$ cat config.mk
export PLATFORM = sky130hd
export DESIGN_NAME = clk_div_ctrl
export DESIGN_NICKNAME = d
export VERILOG_FILES = /design/src/rtl/clk_div_ctrl.sv
export SDC_FILE = /design/constraint.sdc
export NUM_CORES = 1
export LEC_CHECK = 0
export BUFFER_PORTS_ARGS = -buffer_cell sky130_fd_sc_hd__buf_2
export CAP_MARGIN = 10
export CELL_PAD_IN_SITES_DETAIL_PLACEMENT = 1
export CELL_PAD_IN_SITES_GLOBAL_PLACEMENT = 2
export CORE_MARGIN = 1.5
export CORE_UTILIZATION = 30
export DETAILED_ROUTE_END_ITERATION = 12
export GPL_TIMING_DRIVEN = 0
export PLACE_DENSITY_LB_ADDON = 0.1
export SLEW_MARGIN = 10
export SYNTH_ARGS = -nofsm -noshare
export SYNTH_HDL_FRONTEND = slang
export SYNTH_SLANG_ARGS = --single-unit
$ cat constraint.sdc
create_clock -name clk -period 10.6 [get_ports clk]
set_clock_uncertainty 0.05 [all_clocks]
set_input_delay 1.59 -clock clk [delete_from_list [all_inputs] [get_ports clk]]
set_output_delay 1.59 -clock clk [all_outputs]
set_load 0.02 [all_outputs]
$ cat src/rtl/clk_div_ctrl.sv
// clk_div_ctrl: programmable divider with a glitch-free divisor handoff at period boundaries.
// Defining CLK_DIV_CTRL_BURST_EN adds start/burst_len/done so the counter runs bursts of N periods.
module clk_div_ctrl #(
  parameter int CNT_W   = 16,
  parameter int DEF_DIV = 40
) (
  input  logic             clk,
  input  logic             reset,
  input  logic             en,
  input  logic             cfg_valid,
  input  logic [CNT_W-1:0] cfg_div,
  output logic             cfg_ready,
  output logic             sc,
  output logic             tick,
  output logic [CNT_W-1:0] cur_div
`ifdef CLK_DIV_CTRL_BURST_EN
  ,
  input  logic             start,
  input  logic [15:0]      burst_len,
  output logic             done
`endif
);
  localparam logic [CNT_W-1:0] ONE = CNT_W'(1);
  localparam logic [CNT_W-1:0] TWO = CNT_W'(2);
  localparam logic [CNT_W-1:0] DEF = CNT_W'(DEF_DIV);
  typedef enum logic {RUN, PEND} cfg_state_t;
  cfg_state_t state, state_nxt;
  logic [CNT_W-1:0] cnt, cnt_nxt, div_nxt, pend, pend_nxt;
  logic sc_nxt, active, accept;
`ifdef CLK_DIV_CTRL_BURST_EN
  typedef enum logic {IDLE, ACTIVE} burst_state_t;
  burst_state_t bstate, bstate_nxt;
  logic [15:0] rem, rem_nxt;
  logic done_nxt;
  assign active = bstate == ACTIVE;
  always_comb begin
    bstate_nxt = bstate;
    rem_nxt    = rem;
    done_nxt   = 1'b0;
    if (bstate == IDLE) begin
      if (start) begin
        done_nxt   = burst_len == 16'd0;
        bstate_nxt = burst_len == 16'd0 ? IDLE : ACTIVE;
        rem_nxt    = burst_len;
      end
    end else if (tick) begin
      rem_nxt    = rem - 16'd1;
      done_nxt   = rem == 16'd1;
      bstate_nxt = rem == 16'd1 ? IDLE : ACTIVE;
    end
  end
  always_ff @(posedge clk) begin
    if (!reset) begin
      bstate <= IDLE;
      rem    <= '0;
      done   <= 1'b0;
    end else begin
      bstate <= bstate_nxt;
      rem    <= rem_nxt;
      done   <= done_nxt;
    end
  end
`else
  assign active = 1'b1;
`endif
  assign cfg_ready = state == RUN;
  assign accept    = cfg_ready && cfg_valid;
  assign tick      = en && active && cnt == cur_div - ONE;
  // A tick that coincides with an accept still wraps on the old divisor; the swap waits for PEND.
  always_comb begin
    pend_nxt  = accept ? (cfg_div < TWO ? TWO : cfg_div) : pend;
    div_nxt   = tick && state == PEND ? pend : cur_div;
    cnt_nxt   = tick ? '0 : (en && active ? cnt + ONE : cnt);
    state_nxt = state == RUN ? (accept ? PEND : RUN) : (tick ? RUN : PEND);
    sc_nxt    = cnt_nxt >= (div_nxt >> 1);
  end
  always_ff @(posedge clk) begin
    if (!reset) begin
      state   <= RUN;
      cnt     <= '0;
      cur_div <= DEF;
      pend    <= DEF;
      sc      <= 1'b0;
    end else begin
      state   <= state_nxt;
      cnt     <= cnt_nxt;
      cur_div <= div_nxt;
      pend    <= pend_nxt;
      sc      <= sc_nxt;
    end
  end
endmodule

==> flow_metrics.py <==
metrics = {
    "sta": {
        "tightest_slew_ns": 0.5695,
        "finalMaxSlewViolations": 0,
        "finalCritPeriodShare_pct": 48.38,
        "fmax_mhz": 195.0,
        "hold_slack_ns": 0.4121,
        "finalCriticalPeriod_ns": 5.129,
        "max_slew_margin_pct": 61.74,
        "rsz0062_at_grt": "false",
        "report.final.hold_viol_count": 0,
        "setup_viol": 0,
        "final.setup.tns_ns": 0,
    },
    "worst_hold_path": {
        "hp-start": "pend[14]",
        "whs_endpoint": "pend[14]",
        "holdCritPathClass": "flop to flop",
        "hold_depth": 2,
    },
    "global_routing": {
        "grt_max_degree": 18,
        "grt_pass1_wl_um": 15100,
        "grt_pass1_vias": 2890,
        "grt_use_total_pct": 17.73,
        "grt_antenna_before_repair": 0,
        "grt_overflow_total": 0,
    },
    "setup_path": {
        "r2r-end": "sc",
        "critical_path.most_common_cell": "buf_4",
        "cp-end-kind": "output port",
        "critPathTopFamily": "simple AND/OR/NAND/NOR gates",
        "crit_slowest_cell": "or4b_2",
        "rr_worst_depth": 18,
        "cp_max_fo": 10,
        "setup.worst_path.start": "cur_div[0]",
        "crit_chain": "inv_1, ha_1, or4b_2, o41ai_2, o2111ai_1, nor4b_2, nand4_1, buf_4, nor2_4, buf_4, buf_2",
        "start_kind": "flop",
        "worstSetupPathType": "flop to output port",
        "crit_arrival_ns": 3.49,
        "crit_buf_inv": 4,
        "cpPeakStageDelay_ns": 0.70,
        "crit_required_ns": 8.96,
        "rrSetupSlack_ns": 5.66,
        "r2r_start": "cur_div[0]",
    },
    "detailed_routing": {
        "route.detailed.drc": 0,
        "wl_um": 9167,
        "viasPerCell": 5.036,
        "wl_per_cell_um": 16.43,
        "vias": 2810,
        "drtPass1Iterations": 4,
        "ant_nets": 0,
        "drt_iter0_markers": 56,
    },
    "cells_and_area": {
        "n_fill_cell": 1263,
        "final_util_pct": 35.42,
        "final_common_cell": "dfxtp_1",
        "insertedDiodeCount": 0,
        "drive_gt1_share_pct": 14.59,
        "final_cell_mix": "dfxtp_1 (50), nor2_1 (40), nand2_1 (38), buf_2 (38), a21oi_1 (34)",
        "multi_input_area_mm2": 0.001879,
        "syn2layout_area_growth_pct": 14.40,
        "stdcell_area_mm2": 0.003478,
        "nets": 461,
        "regArea_mm2": 0.001001,
    },
    "yosys": {
        "synth-async-reset-ratio_pct": 0,
        "post_synth.cell_area_avg_um2": 7.980,
        "synth.distinct_cells": 50,
        "synth_top_family_by_area": "simple AND/OR/NAND/NOR gates",
        "synth_edf_count": 0,
        "ys_ff_latch": 50,
        "synth_simple_gate_area_share_pct": 29.38,
        "synth_fa_ha_area_share_pct": 6.996,
        "muxShareOfSynthArea_pct": 0.3292,
        "synth_top_area_share_pct": 32.92,
        "synth_area_leader_cell": "dfxtp_1",
        "synth_ff_type": "dfxtp_1",
        "synth_compound_area_share_pct": 15.31,
        "ys_warn_count": 0,
        "synth_xor_area_share_pct": 9.794,
        "ys_top_cells_by_area": "dfxtp_1 (33%), ha_1 (7.0%), xor2_1 (6.6%)",
        "synth_cells": 381,
        "synthesis.area_mm2": 0.003040,
        "yosysSeqAreaShare_pct": 32.92,
        "syn_nets": 418,
    },
    "clock_network": {
        "cts_resized": 0,
        "clock_path_buffers": 2,
        "root_buffer": "clkbuf_8",
        "cts_buffers": 5,
        "cts_sinks": 50,
        "cts_tree": "done",
        "cts_setup_buffers": 0,
        "clkTransAtPathRegs_ns": 0.10,
        "hold_buffers": 0,
        "clk_latency_ns": 0.31,
        "htree_levels": 2,
    },
    "floorplanning": {
        "fp.dieH_um": 103.7,
        "core_area_mm2": 0.009819,
        "initial_core_util_pct": 30.96,
        "die_x_um": 103.7,
        "pin_count": 39,
        "die_area_mm2": 0.01075,
        "rows": 36,
    },
    "placed_design": {
        "hpwlAfterDp_um": 7559,
        "gp_congestion": 0.7514,
        "io_buffers": 36,
        "dpl_cell_area_mm2": 0.003387,
    },
    "pwr": {
        "peakVddDrop_v": 0.00004337,
        "p_per_area_mw_per_mm2": 98.34,
        "p_leak_nw": 1.405,
        "power_w": 0.0003421,
    },
    "job": {
        "cap_violations": 0,
    },
    "outcome": {
        "outcome": "completed",
    },
}
[sequential cells by signal, indices dropped and copies added, names as in the netlist]
name / cells
cnt: 16
sc: 1
state: 1
pend: 16
cur_div: 16
[synthesized netlist by cell type (3+ instances only)]
library cell and count:
or3_1 3, and3_1 7, nor2b_1 4, inv_1 6, nand2b_1 3, nor4_1 7, ha_1 17, clkbuf_1 11
a21oi_1 34, nor2_1 40, nor3_1 5, or4_1 3, dfxtp_1 50, o21ai_0 23, and2_1 15, nand2_1 38
buf_6 5, nand4_1 24, xnor2_1 11, xor2_1 23, nand3_1 15, buf_4 3
[worst max path at each step]
stage            to  slack, ns  cells past startpoint
4_1_cts        tick       5.40                     11
3_3_place_gp     sc       5.45                     16
5_1_grt          sc       5.06                     18
3_5_place_dp     sc       5.43                     16
6_report       tick       5.47                     11
2_1_floorplan  tick       5.99                      8
[where the power goes]
part           internal [W]  total (W)  switching, W
Clock             0.0000479   0.000119     0.0000712
Combinational    0.00000982  0.0000270     0.0000172
Sequential         0.000193   0.000196    0.00000332
Total              0.000250   0.000342     0.0000918
[stage by stage]
stage	std cells	setup WS, ns
finish	558	5.471
global route	558	5.055
CTS	558	5.403
detailed placement	550	5.431
global placement	550	5.445
floorplan	381	5.993
[routing by layer]
layer / share of wire [%] / up-vias / GRT usage [%]
li1: - / 1440 / -
met3: 2.1 / 8 / 1.699
met1: 47 / 1330 / 22.47
met2: 50 / 32 / 32.14
met4: 0.86 / 0 / 4.464
met5: 0 / - / 0
[final cells by class]
| cell class | count | share of cell area (%) |
|---|---|---|
| tap | 133 | 4.784 |
| multi-input combinational | 302 | 54.03 |
| inverter | 7 | 0.7554 |
| sequential | 50 | 28.78 |
| clock buffer | 5 | 1.978 |
| timing repair buffer | 36 | 5.180 |
| buffer | 22 | 3.849 |
| clock inverter | 3 | 0.6475 |
[tightest hold or removal path, stage by stage (launching register included)]
cell and delay, ns:
dfxtp_1 0.32, nand2_1 0.05, a21oi_1 0.05
[kinds of logic (layout without fill, tap and decap cells)]
group	after synthesis	in the layout
xor gates and xnor gates	34	34
and+or+nand+nor	173	173
AOI/OAI and AO/OA	77	77
buffers and inverters	29	73
adders and majority gates	17	17
muxes	1	1
DFF	50	50
No activity file was read; power rests on OpenSTA's default activity.
